## src/rtl/serial_mux_tx_pkg.sv

```systemverilog
// Shared definitions for the serial port-demux link (transmitter and receiver datapath).
package serial_mux_tx_pkg;

  localparam int   PORT_W_DEF   = 2;
  localparam int   CNT_W_DEF    = 4;
  localparam logic IDLE_LVL_DEF = 1'b1;

  typedef enum logic [2:0] {
    ST_IDLE   = 3'd0,
    ST_START  = 3'd1,
    ST_PORT   = 3'd2,
    ST_COUNT  = 3'd3,
    ST_DATA   = 3'd4,
    ST_PARITY = 3'd5
  } tx_state_e;

endpackage

```

## src/rtl/serial_mux_tx_shift_reg.sv

```systemverilog
// Payload shift register: parallel load, right shift on enable, async reset.
// Exposes the two bits nearest the line so the caller can register the next bit.
module tx_shift_reg #(
  parameter int W = 15
) (
  input  logic         clk,
  input  logic         rst,
  input  logic         load,
  input  logic [W-1:0] d,
  input  logic         shift_en,
  output logic [1:0]   head
);

  logic [W-1:0] q_r;

  // load has priority over shift; zeros enter from the top
  always_ff @(posedge clk or posedge rst) begin
    if (rst) begin
      q_r <= {W{1'b0}};
    end else if (load) begin
      q_r <= d;
    end else if (shift_en) begin
      q_r <= {1'b0, q_r[W-1:1]};
    end else begin
      q_r <= q_r;
    end
  end

  assign head = q_r[1:0];

endmodule

```

## src/rtl/serial_mux_tx.sv

```systemverilog
// Serial mux transmitter: frame = {start, port MSB-first, count MSB-first, data LSB-first}.
// Optional macro TX_PARITY_EN appends one even-parity bit over port, count and data.
module serial_mux_tx
  import serial_mux_tx_pkg::*;
#(
  parameter int   PORT_W   = PORT_W_DEF,
  parameter int   CNT_W    = CNT_W_DEF,
  parameter logic IDLE_LVL = IDLE_LVL_DEF
) (
  input  logic                  clk,
  input  logic                  rst,
  input  logic                  Clk_EN,
  input  logic                  start,
  input  logic [PORT_W-1:0]     port_sel,
  input  logic [CNT_W-1:0]      len,
  input  logic [2**CNT_W-2:0]   payload,
  output logic                  SerOut,
  output logic                  busy,
  output logic                  done,
  output logic [CNT_W-1:0]      remain
);

  localparam int               PAY_W    = 2**CNT_W - 1;
  localparam int               HDR_W    = PORT_W + CNT_W;
  localparam logic [CNT_W-1:0] CNT_ZERO = {CNT_W{1'b0}};
  localparam logic [CNT_W-1:0] CNT_ONE  = CNT_W'(1);

  tx_state_e         state_r;
  logic [HDR_W-1:0]  hdr_r;
  logic [CNT_W-1:0]  len_r;
  logic [CNT_W-1:0]  idx_r;
  logic [1:0]        head_s;
  logic              load_s;
  logic              shift_s;
  logic              end_s;

`ifdef TX_PARITY_EN
  logic par_r;

  function automatic logic frame_parity(input logic [PORT_W-1:0] p,
                                        input logic [CNT_W-1:0]  n,
                                        input logic [PAY_W-1:0]  d);
    logic acc;
    acc = (^p) ^ (^n);
    for (int i = 0; i < PAY_W; i++) begin
      if (i < int'(n)) acc = acc ^ d[i];
    end
    return acc;
  endfunction
`endif

  assign load_s  = (state_r == ST_IDLE) && start;
  assign shift_s = (state_r == ST_DATA) && Clk_EN;
  // last data/count bit finishing its step
  assign end_s   = Clk_EN &&
                   (((state_r == ST_COUNT) && (idx_r == CNT_ZERO) && (len_r == CNT_ZERO)) ||
                    ((state_r == ST_DATA) && (remain == CNT_ONE)));

  tx_shift_reg #(.W(PAY_W)) u_payload (
    .clk      (clk),
    .rst      (rst),
    .load     (load_s),
    .d        (payload),
    .shift_en (shift_s),
    .head     (head_s)
  );

  // Frame sequencer; SerOut is registered with the bit that the new state sends
  always_ff @(posedge clk or posedge rst) begin
    if (rst) begin
      state_r <= ST_IDLE;
      hdr_r   <= {HDR_W{1'b0}};
      len_r   <= CNT_ZERO;
      idx_r   <= CNT_ZERO;
      SerOut  <= IDLE_LVL;
      busy    <= 1'b0;
      done    <= 1'b0;
      remain  <= CNT_ZERO;
`ifdef TX_PARITY_EN
      par_r   <= 1'b0;
`endif
    end else begin
      done <= 1'b0;
      if (end_s) begin
        remain <= CNT_ZERO;
`ifdef TX_PARITY_EN
        state_r <= ST_PARITY;
        SerOut  <= par_r;
`else
        state_r <= ST_IDLE;
        SerOut  <= IDLE_LVL;
        busy    <= 1'b0;
        done    <= 1'b1;
`endif
      end else begin
        case (state_r)
          ST_IDLE: begin
            if (start) begin
              state_r <= ST_START;
              hdr_r   <= {port_sel, len};
              len_r   <= len;
              busy    <= 1'b1;
              SerOut  <= ~IDLE_LVL;
`ifdef TX_PARITY_EN
              par_r   <= frame_parity(port_sel, len, payload);
`endif
            end
          end
          ST_START: begin
            if (Clk_EN) begin
              state_r <= ST_PORT;
              idx_r   <= CNT_W'(PORT_W - 1);
              SerOut  <= hdr_r[HDR_W-1];
            end
          end
          ST_PORT: begin
            if (Clk_EN) begin
              hdr_r  <= {hdr_r[HDR_W-2:0], 1'b0};
              SerOut <= hdr_r[HDR_W-2];
              if (idx_r == CNT_ZERO) begin
                state_r <= ST_COUNT;
                idx_r   <= CNT_W'(CNT_W - 1);
              end else begin
                idx_r <= idx_r - CNT_ONE;
              end
            end
          end
          ST_COUNT: begin
            if (Clk_EN) begin
              hdr_r <= {hdr_r[HDR_W-2:0], 1'b0};
              if (idx_r != CNT_ZERO) begin
                idx_r  <= idx_r - CNT_ONE;
                SerOut <= hdr_r[HDR_W-2];
              end else begin
                state_r <= ST_DATA;
                remain  <= len_r;
                SerOut  <= head_s[0];
              end
            end
          end
          ST_DATA: begin
            if (Clk_EN) begin
              remain <= remain - CNT_ONE;
              SerOut <= head_s[1];
            end
          end
`ifdef TX_PARITY_EN
          ST_PARITY: begin
            if (Clk_EN) begin
              state_r <= ST_IDLE;
              SerOut  <= IDLE_LVL;
              busy    <= 1'b0;
              done    <= 1'b1;
            end
          end
`endif
          default: begin
            state_r <= ST_IDLE;
            SerOut  <= IDLE_LVL;
            busy    <= 1'b0;
            remain  <= CNT_ZERO;
          end
        endcase
      end
    end
  end

endmodule

```

## config.mk

```make
export PLATFORM = sky130hd
export DESIGN_NAME = serial_mux_tx
export DESIGN_NICKNAME = d
export VERILOG_FILES = /design/src/rtl/serial_mux_tx_pkg.sv /design/src/rtl/serial_mux_tx_shift_reg.sv /design/src/rtl/serial_mux_tx.sv
export SDC_FILE = /design/constraint.sdc
export NUM_CORES = 1
export LEC_CHECK = 0
export CAP_MARGIN = 20
export CORE_AREA = 4 4 92 60
export CTS_BUF_LIST = sky130_fd_sc_hd__clkbuf_4 sky130_fd_sc_hd__clkbuf_8
export DETAILED_ROUTE_END_ITERATION = 12
export DIE_AREA = 0 0 96 64
export PLACE_DENSITY = 0.69
export SYNTH_ARGS = -nofsm -noshare
export SYNTH_HDL_FRONTEND = slang
export SYNTH_SLANG_ARGS = --single-unit
```

## constraint.sdc

```tcl
create_clock -name clk -period 2.6 [get_ports clk]
set_input_delay 0.26 -clock clk [delete_from_list [all_inputs] [get_ports clk]]
set_output_delay 0.26 -clock clk [all_outputs]
set_load 0.005 [all_outputs]
```

* Yosys cells after proc, flatten, opt, wreduce, memory -nomap -nowiden
Index checks and enable logic that the tools add are counted.
** Storage, ports and cells
- Register bits after elaboration :: 39
- Bits of input ports :: 25
- Output and inout bits :: 7
- Logic and storage cells :: 93
** Cells by class
- Add/subtract/negate cells :: 2
- Equality and inequality tests :: 21
- Muxes and demuxes :: 36
- Bitwise gates (word level) :: 1
- Reduce and logical (&&, ||, !) cells :: 24
** Operators by type and width (number)
- 4-bit 2-to-1 mux :: 9
- 15-bit 2-to-1 mux :: 2
- 4-bit one-hot mux with 3 select lines :: 2
- 3-bit 2-to-1 mux :: 7
- 3-bit != test (second input constant) :: 7
- 3-bit one-hot mux with 5 select lines :: 1
- 6-bit 2-to-1 mux :: 2
- 6-bit one-hot mux with 2 select lines :: 1
- 1-bit 2-to-1 mux :: 10
- 2-bit != test (second input constant) :: 5
- 4-bit zero test :: 2
- 2-bit by 1-bit != test with 1-bit output (second input constant) :: 4
- 4-bit AND reduction :: 2
- 4-bit by 1-bit subtractor with 4-bit output (second input constant) :: 2
- 7-bit AND reduction :: 1
- 3-bit by 2-bit equality test with 1-bit output (second input constant) :: 2
- 1-bit logical AND :: 6
- 6-bit AND reduction :: 1
- 1-bit one-hot mux with 5 select lines :: 1
- 5-bit AND reduction :: 1
- 4-bit by 1-bit equality test with 1-bit output (second input constant) :: 1
- 2-bit nonzero test :: 2
- 4-bit nonzero test :: 1
- 4-bit OR reduction :: 1
- other kinds (11) :: 11

* Longest topological paths before layout
Gate-level depths: netlist (run 1).
- Depth in word-level cells :: 7
- Gate-level depth with buffers :: 8
- Depth with buffers taken out :: 7

* Hierarchy
Synthesis (run 1) repeated with hierarchy kept, for this count alone.
** Second synthesis, totals
- Cell total of the unflattened synthesis :: 223
- Area total of the unflattened synthesis :: 2187.1 µm²
** By module, submodules not included
- serial_mux_tx :: times used 1, cells an instance 155, area each 1433.9 µm², sequential area each 601.8 µm²
- tx_shift_reg :: times used 1, cells an instance 68, area each 753.2 µm², sequential area each 375.4 µm²

* Least setup slack after synthesis (run 1)
Ideal clock, no wire load.
- Path type :: register to register
- Start point :: register idx_r[0]
- End point :: register hdr_r[1]
- Library setup time :: 0.128 ns
- Arrival :: 1.940 ns
- Required time :: 2.472 ns
- Setup slack :: 0.533 ns
- Cell stages (with the launch flop) :: 8
- Path buffers :: 1
- Period minus slack after synthesis :: 2.067 ns
- Cell sequence :: dfrtp_1 -> inv_1 -> ha_1 -> or3b_1 -> clkbuf_1 -> nor4_4 -> a211o_2 -> mux2_1
** Between the ends
- Cells in the longest elaborated chain, start to end :: 7
** RTL lines
- from (decl) :: RTL line serial_mux_tx.sv:31 : logic [CNT_W-1:0] idx_r;
- from (signal assigned) :: RTL line serial_mux_tx.sv:112 : idx_r <= CNT_W'(PORT_W - 1);
- from (signal assigned) :: RTL line serial_mux_tx.sv:122 : idx_r <= CNT_W'(CNT_W - 1);
- from (signal assigned) :: RTL line serial_mux_tx.sv:124 : idx_r <= idx_r - CNT_ONE;
- 4-bit zero test :: RTL line serial_mux_tx.sv:56 : (((state_r == ST_COUNT) && (idx_r == CNT_ZERO) && (len_r == CNT_ZERO)) ||
- 1-bit logical AND (2 in a row) :: RTL line serial_mux_tx.sv:56
- 1-bit logical OR :: RTL line serial_mux_tx.sv:56
- 1-bit logical AND :: RTL line serial_mux_tx.sv:55 : assign end_s = Clk_EN &&
- 1-bit NOT (no line)
- 4-bit AND reduction (no line)
- to (signal assigned) :: RTL line serial_mux_tx.sv:72 : hdr_r <= {HDR_W{1'b0}};
- to (signal assigned) :: RTL line serial_mux_tx.sv:100 : hdr_r <= {port_sel, len};
- to (signal assigned) :: RTL line serial_mux_tx.sv:118 : hdr_r <= {hdr_r[HDR_W-2:0], 1'b0};
- to (decl) :: RTL line serial_mux_tx.sv:29 : logic [HDR_W-1:0] hdr_r;
No other way between the ends.
A chain may end at the register's enable or synchronous reset.

* Final worst setup path (run 1)
- Start point :: register idx_r[0]
- End point :: register hdr_r[2]
Same word-level chain as after synthesis.

==> impl_metrics.toml, run 1 <==
[power]
power_density_mw_per_mm2 = 1022
p_leak_nw = 1.116
p_seq_share_pct = 42.7
peakVddDrop_v = 0.0004487
p_int_mw = 1.718
power.switching_mw = 0.9754
swShare_pct = 36.22
comb_power_share_pct = 38.6
pwr-share-clk_pct = 18.7

[cells_and_area]
regArea_um2 = 977.2
post-route-util_pct = 55.13
final_layout_size_suffix_gt1_share_pct = 14.05
multiInputGateArea_mm2 = 0.001051
n_fill_cell = 427
area_delta_synth_final_pct = 24.32
antenna_cells = 0
nets = 270

[timing]
whs_ns = 0.3765
setup_viol = 0
report.final.slew_viol_count = 0
setup_tns_ns = 0
period_minus_slack_ns = 2.248
clock.fmax_mhz = 444.8
max_slew_margin_pct = 60.83
fin_crit_sh_pct = 86.46
worstMarginPinSlew_ns = 0.5822
hold_violations = 0
rsz0062_at_grt = "false"
layout_setup_ws_ns = 0.3519
skew_ns = 0.008033

[floorplanning]
rows = 20
die_w_um = 96
die_h_um = 64
boundaryPins = 32
die_area_mm2 = 0.006144
core_area_mm2 = 0.004780
start_util_pct = 44.35

[synth]
ys_seq_elements = 39
synth_nets = 239
yosys_warnings = 0
async_reset_ff_share_pct = 100.0
yosysSeqAreaShare_pct = 46.10
syn_area_mm2 = 0.002120
synth_edf_count = 0
ys.flop_type = "dfrtp_1"
ys_types = 52
postSynthCellCount = 210
syn_avg_cell_area_um2 = 10.09

[critical_path]
cp.required_ns = 2.78
worstSetupStartpointType = "register"
crit_arrival_ns = 2.43
cp-end-kind = "register"
path_max_fanout = 8
worstSetupPathType = "reg -> reg"

[min_path]
worstHoldPathType = "in -> async"

[route]
drcViolationCount = 0
drtIter0Drc = 114
drt-total-wl_um = 4543
viasPerCell = 5.276
drt_first_pass_iters = 5
vias = 1625
wl_per_cell_um = 14.75
ant_nets = 0

[run]
max-cap-violations = 0

[status]
status = "completed"

[clock_network]
clkLatencyLatePin_ns = 0.30
cts.sinks = 39
cts-htree-levels = 2
clk_path_buf_depth = 2
cts_tree = "yes"
holdBufCountCts = 0
path_clk_slew_ns = 0.08
ctsResizeCount = 0
root_buffer = "clkbuf_8"
cts_setup_buffers = 0
cts_buffers = 5

[grt]
grt_pass1_wl_um = 7369
grt_max_degree = 40
grt-ovfl-total = 0
groute.usage.overall_pct = 15.97
grt_pass1_vias = 1520
antenna_found_initial = 0

[placement]
portBuffers = 31
gp_congestion = 0.9140
hpwl_um = 3429
place_ws_ns = 0.2895
path summary, 6_finish.rpt:
path,from,end,slack (ns),depth (start not counted)
worst min-delay path,rst,u_payload.q_r[9],0.38,3
worst max register to register,idx_r[0],hdr_r[2],0.35,6
max in group asynchronous,rst,SerOut,1.85,3
worst max-delay path,idx_r[0],hdr_r[2],0.35,6
min in group clk,hdr_r[3],hdr_r[3],0.50,1
worst min register to register,hdr_r[3],hdr_r[3],0.50,1
Yosys cell counts (2+ instances only):
cell type	count	area, um2
xnor2_1	2	17.52
a21oi_1	6	30.03
or3b_1	2	17.52
a22o_1	3	26.28
inv_1	11	41.29
clkbuf_1	9	33.78
dfrtp_1	38	950.9
nor3_1	3	15.01
mux2_1	5	56.30
nand2_1	25	93.84
o22ai_1	3	18.77
or3_1	2	12.51
nor2_1	9	33.78
mux2i_1	14	140.1
a31oi_1	3	18.77
a32o_1	2	20.02
mux2_2	10	112.6
ha_1	4	50.05
a211oi_1	2	15.01
and3_1	2	12.51
buf_2	4	20.02
o21ai_0	21	105.1
routing by layer:
layer / vias up / track usage (%) / wire length (um)
met4: 0 / 6.915 / 78
met5: - / 0 / 0
met3: 7 / 5.176 / 300
met1: 759 / 23.65 / 2361
li1: 816 / - / -
met2: 43 / 20.89 / 1802
logic make-up after synthesis:
family,Yosys count,share of synthesized area [%]
buffers and inverters,26,5.018
AOI/OAI and AO/OA,53,16.59
adders and majority gates,4,2.361
and+or+nand+nor,57,14.52
muxes,29,14.58
DFF,39,46.10
xor gates and xnor gates,2,0.8266
critical path, stage by stage, from the launching register on:
cell and delay, ns:
dfrtp_1 0.40, inv_1 0.11, ha_1 0.17, or3b_1 0.52, nor4_4 0.36, a211o_2 0.25, mux2_1 0.34
power groups by stage:
stage / Clock [mW] / Combinational (mW) / Sequential [mW]
3_5_place_dp: 0 / 1.04 / 1.16
5_1_grt: 0.545 / 1.16 / 1.20
6_report: 0.504 / 1.04 / 1.15
2_1_floorplan: 0 / 0.791 / 1.04
4_1_cts: 0.518 / 1.04 / 1.15
3_3_place_gp: 0 / 1.01 / 1.15
sequential cells by signal, summed over array words and instances, names as in the netlist:
register and flops:
done 1, SerOut 1, remain 4, state_r 3, busy 1, len_r 4
hdr_r 6, u_payload.q_r 15, idx_r 4
final cells by class:
type                            count  share of cell area (%)
Multi-Input combinational cell    145                   39.89
Sequential cell                    39                   37.08
Timing Repair Buffer               39                   14.06
Tap cell                           66                   3.134
Clock buffer                        5                   2.612
Clock inverter                      3                   1.662
Inverter                           11                   1.567
placed cells by master (no fill, tap or decap), types with 2 or more instances in the layout:
cell type / n
o21ai_0: 21
xnor2_1: 2
ha_1: 4
and3_1: 2
mux2_1: 5
a21oi_1: 6
nor2_1: 9
o22ai_1: 3
dfrtp_1: 38
a32o_1: 2
mux2_2: 10
mux2i_1: 14
nor3_1: 3
a31oi_1: 3
buf_4: 8
or3b_1: 2
a211oi_1: 2
clkdlybuf4s50_1: 31
inv_1: 11
nand2_1: 25
a22o_1: 3
clkbuf_8: 5
or3_1: 2
metrics by stage:
step | power [mW] | instances | instance area [um2]
after CTS | 2.710 | 308 | 2635
after floorplan | 1.831 | 210 | 2120
after global routing | 2.903 | 308 | 2635
final | 2.693 | 308 | 2635
after detailed placement | 2.204 | 300 | 2522
after global placement | 2.163 | 300 | 2522
No activity file was read; power rests on OpenSTA's default activity.
==> run 2, diff against run 1 <==
--- a/config.mk
+++ b/config.mk
@@ -6,11 +6,12 @@
 export NUM_CORES = 1
 export LEC_CHECK = 0
 export CAP_MARGIN = 20
-export CORE_AREA = 4 4 92 60
+export CORE_AREA = 2 2 90 58
 export CTS_BUF_LIST = sky130_fd_sc_hd__clkbuf_4 sky130_fd_sc_hd__clkbuf_8
 export DETAILED_ROUTE_END_ITERATION = 12
-export DIE_AREA = 0 0 96 64
+export DIE_AREA = 0 0 92 60
 export PLACE_DENSITY = 0.69
+export SKIP_CTS_REPAIR_TIMING = 1
 export SYNTH_ARGS = -nofsm -noshare
 export SYNTH_HDL_FRONTEND = slang
 export SYNTH_SLANG_ARGS = --single-unit
==> run 2 against run 1 <==
Compared with the run above: wire length grew 0.97%; critical path depth is the same; flip-flop and latch count is the same; hold slack gained 0.0028 ns; global-route usage grew 2.3 points; cell count grew 0.32%; design area shrank 0.24%; core utilization grew 0.16 points; combinational power grew 4%; die area shrank 10%; largest cell class unchanged; critical path type unchanged; sequential power is essentially flat.
==> impl_metrics.toml, run 2 (synthesis gave the netlist of run 1 again) <==
[cells_and_area]
reg_top3 = "u_payload.q_r: 15 flops, hdr_r: 6 flops"
mostFrequentLayoutCell = "dfrtp_1"
area_delta_synth_final_pct = 24.03
nets = 271
layout_common_cells = "dfrtp_1 (38), clkdlybuf4s50_1 (31), nand2_1 (25)"
top_register = "u_payload.q_r"
antenna_cells = 0
post-route-util_pct = 55.29
largest_reg_flops = 15
final_layout_size_suffix_gt1_share_pct = 14.40
n_fill_cell = 436

[power]
p_leak_nw = 1.109
peakVddDrop_v = 0.0003874
pwr-share-clk_pct = 16.9
swShare_pct = 37.29
p_seq_share_pct = 42.4
power_density_mw_per_mm2 = 1005
power.switching_mw = 0.9849
p_int_mw = 1.657
comb_power_share_pct = 40.7
power.total_mw = 2.641

[run]
max-cap-violations = 0

[critical_path]
cp-end-kind = "register"
crit_chain = "inv_1 > ha_1 > or3b_1 > nor4_4 > a211o_2 > mux2_1"
critPathBufInv = 1
critPathMaxStageDelay_ns = 0.52
regToRegSetupSlack_ns = 0.36
cp.required_ns = 2.79
path_max_fanout = 8
crit_arrival_ns = 2.43
slowest_stage = "or3b_1"
path_depth = 6
path_delay_family = "simple AND/OR/NAND/NOR gates"
worstSetupPathType = "reg -> reg"
rr_worst_depth = 6
worstSetupStartpointType = "register"

[floorplanning]
die_area_mm2 = 0.005520
die_w_um = 92
core_area_mm2 = 0.004755
start_util_pct = 44.58
die_h_um = 60
rows = 20
boundaryPins = 32

[timing]
rsz0062_at_grt = "false"
setup_tns_ns = 0
skew_ns = 0.006072
report.final.slew_viol_count = 0
fin_crit_sh_pct = 86.34
worstMarginPinSlew_ns = 0.5939
hold_violations = 0
max_slew_margin_pct = 60.04
period_minus_slack_ns = 2.245
clock.fmax_mhz = 445.5
setup_viol = 0

[route]
ant_nets = 0
viasPerCell = 5.388
drt-total-wl_um = 4587
drt_first_pass_iters = 4
drtIter0Drc = 72
drcViolationCount = 0
vias = 1665
wl_per_cell_um = 14.84

[placement]
portBuffers = 31
gp_congestion = 0.8414
hpwl_um = 3367

[grt]
grt_max_degree = 40
antenna_found_initial = 0
grt_pass1_vias = 1529
groute.usage.overall_pct = 18.28
grt-ovfl-total = 0
grt_pass1_wl_um = 7590

[clock_network]
clk_path_buf_depth = 2
cts-htree-levels = 2
cts_buffers = 5
root_buffer = "clkbuf_8"
cts.sinks = 39
cts_tree = "yes"
path_clk_slew_ns = 0.08
clkLatencyLatePin_ns = 0.30

[min_path]
worstHoldPathType = "in -> async"

[status]
status = "completed"
==> run 2: changes by cell type in the layout (fill, tap and decap cells not counted) <==
cell	change
clkbuf_8	+1
bufinv_16	-1
buf_4	+1
clkinv_2	-1
clkinvlp_4	+1
==> run 2: worst reg2reg max path: cells and delay by family, from the launching register on <==
| family | cells | cell delay [ns] |
|---|---|---|
| compound gates | 1 | 0.25 |
| buf+inv | 1 | 0.10 |
| flops | 1 | 0.40 |
| fa+ha+maj | 1 | 0.16 |
| simple gates | 2 | 0.87 |
| mux | 1 | 0.34 |
==> run 2: final timing paths <==
check	start	endpoint
setup / recovery	idx_r[0]	hdr_r[5]
hold / removal	rst	u_payload.q_r[10]
setup reg to reg	idx_r[0]	hdr_r[5]
hold reg to reg	hdr_r[3]	hdr_r[3]
max in group asynchronous	rst	SerOut
min in group clk	hdr_r[3]	hdr_r[3]
==> run 2: power by group through the flow <==
stage	registers, mW	logic, mW	clock network (mW)
3_3_place_gp	1.12	1.05	0
2_1_floorplan	1.04	0.791	0
3_5_place_dp	1.13	1.07	0
5_1_grt	1.16	1.20	0.488
4_1_cts	1.12	1.08	0.458
6_report	1.12	1.08	0.446
==> run 2: per-stage QoR <==
stage / std cells / area, um2 / hold WS [ns] / worst slack, ns
finish: 309 / 2629 / 0.3794 / 0.3552
global route: 309 / 2629 / 0.4597 / 0.2465
CTS: 309 / 2629 / 0.3928 / 0.3570
detailed placement: 301 / 2530 / 0.4816 / 0.2618
global placement: 301 / 2530 / 0.4723 / 0.2974
floorplan: 210 / 2120 / 0.3768 / 0.5326
==> run 2: per-layer routing <==
metal | vias up | GRT usage [%] | wire length [um]
met5 | - | 0 | 0
met4 | 0 | 8.742 | 80
met3 | 7 | 4.540 | 306
met2 | 61 | 24.68 | 1818
met1 | 783 | 27.26 | 2381
li1 | 814 | - | -
==> run 2: layout make-up <==
cell class                      count  area [um2]  area share [%]
Multi-Input combinational cell    145        1051           39.98
Sequential cell                    39       977.2           37.17
Timing Repair Buffer               40       377.9           14.37
Clock buffer                        6       82.58           3.141
Tap cell                           66       82.58           3.141
Inverter                           11       41.29           1.571
Clock inverter                      2       16.27          0.6188
==> run 3, diff against run 2 <==
--- a/config.mk
+++ b/config.mk
@@ -6,12 +6,15 @@
 export NUM_CORES = 1
 export LEC_CHECK = 0
 export CAP_MARGIN = 20
-export CORE_AREA = 2 2 90 58
+export CORE_AREA = 2 2 92 58
 export CTS_BUF_LIST = sky130_fd_sc_hd__clkbuf_4 sky130_fd_sc_hd__clkbuf_8
 export DETAILED_ROUTE_END_ITERATION = 12
-export DIE_AREA = 0 0 92 60
+export DIE_AREA = 0 0 94 60
 export PLACE_DENSITY = 0.69
+export SETUP_SLACK_MARGIN = 0.1
 export SKIP_CTS_REPAIR_TIMING = 1
+export SLEW_MARGIN = 30
 export SYNTH_ARGS = -nofsm -noshare
 export SYNTH_HDL_FRONTEND = slang
+export SYNTH_HIERARCHICAL = 1
 export SYNTH_SLANG_ARGS = --single-unit
==> run 3 against run 2 <==
Compared with the run above: first-iteration DRC count grew 56%; non-clock buffer count unchanged; power shrank 0.74%; largest power group unchanged; hold slack got worse by 0.0094 ns; area after synthesis increased by 3.2%; combinational power fell by 5%; clock power grew 18%; die area is 2.2% higher; wire length up 1.7%; largest cell class unchanged; sequential power down 4%; count of clock-buffer cells in the layout unchanged; global-route usage is 0.23 points lower.
==> impl_metrics.toml, run 3 <==
[cells_and_area]
area_delta_synth_final_pct = 21.45
final_layout_size_suffix_gt1_share_pct = 14.12
top_register = "u_payload/q_r"
mostFrequentLayoutCell = "dfrtp_1"
antenna_cells = 0
n_fill_cell = 447
regArea_um2 = 977.2
multiInputGateArea_mm2 = 0.001056
nets = 283
largest_reg_flops = 15
reg_top3 = "u_payload/q_r: 15 flops, hdr_r: 6 flops"
layout_common_cells = "dfrtp_1 (38), nand2_1 (35), clkdlybuf4s50_1 (31)"

[timing]
skew_ns = 0.008974
period_minus_slack_ns = 2.024
worstMarginPinSlew_ns = 0.6079
clock.fmax_mhz = 494.0
setup_viol = 0
rsz0062_at_grt = "false"
report.final.slew_viol_count = 0
setup_tns_ns = 0
hold_violations = 0
fin_crit_sh_pct = 77.86
max_slew_margin_pct = 59.47

[critical_path]
path_max_fanout = 13
r2r_start = "idx_r[0]"
crit_arrival_ns = 2.19
regToRegSetupSlack_ns = 0.58
rr_worst_depth = 6
worstSetupStartpointType = "register"
worstSetupPathType = "reg -> reg"
rr_endpoint = "idx_r[2]"
cp-startpoint = "idx_r[0]"
cp-end-kind = "register"
cp.required_ns = 2.76

[floorplanning]
core_area_mm2 = 0.004880
die_w_um = 94
boundaryPins = 32
die_h_um = 60
die_area_mm2 = 0.005640
rows = 20
start_util_pct = 44.82

[clock_network]
cts_buffers = 5
cts.sinks = 39
clkLatencyLatePin_ns = 0.29
clk_path_buf_depth = 2
cts_tree = "yes"
cts-htree-levels = 2
path_clk_slew_ns = 0.08
root_buffer = "clkbuf_8"

[route]
wl_met2_um = 1903
wl_met1_um = 2444
drt_first_pass_iters = 4
drt-total-wl_um = 4664
wl_per_cell_um = 14.53
wl_met3_um = 239
viasPerCell = 5.377
vias = 1726
drcViolationCount = 0
ant_nets = 0
drtIter0Drc = 112
top_layer = "met4"

[synth]
postSynthCellCount = 223
yosys.area.top_type_share_pct = 43.48
async_reset_ff_share_pct = 100.0
ys.flop_type = "dfrtp_1"
yosysSeqAreaShare_pct = 44.68
syn_avg_cell_area_um2 = 9.808
synth_common_cells = "dfrtp_1 (38), nand2_1 (35), a21oi_1 (20)"
yosysMostFrequentCell = "dfrtp_1"
synth_area_leaders = "dfrtp_1 (43%), mux2i_1 (7.3%), nand2_1 (6.0%)"
synth_nets = 252
synth_edf_count = 0
ys_seq_elements = 39
synth_largest_area_cell = "dfrtp_1"
yosys_warnings = 6
ys_types = 47
syn_area_mm2 = 0.002187

[grt]
grt-ovfl-total = 0
grt_pass1_wl_um = 7748
grt_pass1_vias = 1545
groute.usage.overall_pct = 18.05
antenna_found_initial = 0
grt_max_degree = 27

[min_path]
worstHoldPathType = "in -> async"

[placement]
portBuffers = 31
gp_congestion = 0.7672
hpwl_um = 3305

[status]
status = "completed"

[power]
power_density_mw_per_mm2 = 987.1
peakVddDrop_v = 0.0004685
power.total_mw = 2.622
p_leak_nw = 1.077

[run]
max-cap-violations = 0
run 3: cell types whose count changed in the layout (fill, tap and decap cells not counted), moves of 3 or more:
| cell | previous run | this run |
|---|---|---|
| a21oi_1 | 6 | 20 |
| a22o_1 | 3 | 0 |
| a31oi_1 | 3 | 0 |
| a41oi_1 | 0 | 6 |
| mux2_1 | 5 | 1 |
| mux2_2 | 10 | 3 |
| nand2_1 | 25 | 35 |
| nor2_1 | 9 | 5 |
| nor2b_1 | 1 | 4 |
| o21ai_0 | 21 | 10 |
| o21ai_1 | 0 | 3 |
| o21ai_2 | 0 | 9 |
run 3: how the worst max path moves through the flow:
stage | cells past startpoint | endpoint
after floorplan | 6 | idx_r[2]
after global placement | 4 | idx_r[3]
after detailed placement | 4 | idx_r[2]
after CTS | 6 | idx_r[2]
after global routing | 6 | idx_r[2]
final | 6 | idx_r[2]
run 3: power breakdown:
part	leakage, nW	internal (mW)	switching (mW)
clock network	0.0612	0.311	0.216
logic	0.541	0.502	0.528
registers	0.475	0.878	0.188
run 3: metrics by stage:
step	utilization, %	hold WS (ns)	cell area (um2)	instances	worst slack, ns
6_report	54.44	0.3700	2656	321	0.5757
5_1_grt	54.44	0.4049	2656	321	0.4220
4_1_cts	54.44	0.3874	2656	321	0.5512
3_5_place_dp	52.03	0.4984	2539	313	0.4933
3_3_place_gp	52.03	0.5018	2539	313	0.5317
2_1_floorplan	-	0.1615	2187	223	0.8860
run 3: logic make-up after synthesis:
logic type / count (synthesis) / synth area share [%]
and+or+nand+nor: 67 / 16.31
AOI/OAI and AO/OA: 65 / 20.31
DFF: 39 / 44.68
buffers and inverters: 28 / 7.037
muxes: 20 / 9.382
adders and majority gates: 4 / 2.288
run 3: routing by layer:
metal / vias to the layer above / global-route usage, %
met3: 9 / 4.288
met1: 815 / 28.34
li1: 859 / -
met2: 43 / 23.57
met5: - / 0
met4: 0 / 6.832
run 3: worst max-delay path, stage by stage (launching register included):
cell	delay, ns
dfrtp_1	0.41
inv_1	0.09
ha_1	0.20
nor3b_4	0.25
nand4_2	0.35
a2111oi_2	0.49
a21oi_1	0.09
run 3: final cells by class:
cell class	instances	share of cell area, %
Timing Repair Buffer	40	14.23
Tap cell	66	3.109
Multi-Input combinational cell	156	39.75
Sequential cell	39	36.79
Clock buffer	6	3.109
Inverter	12	1.696
Clock inverter	2	1.319
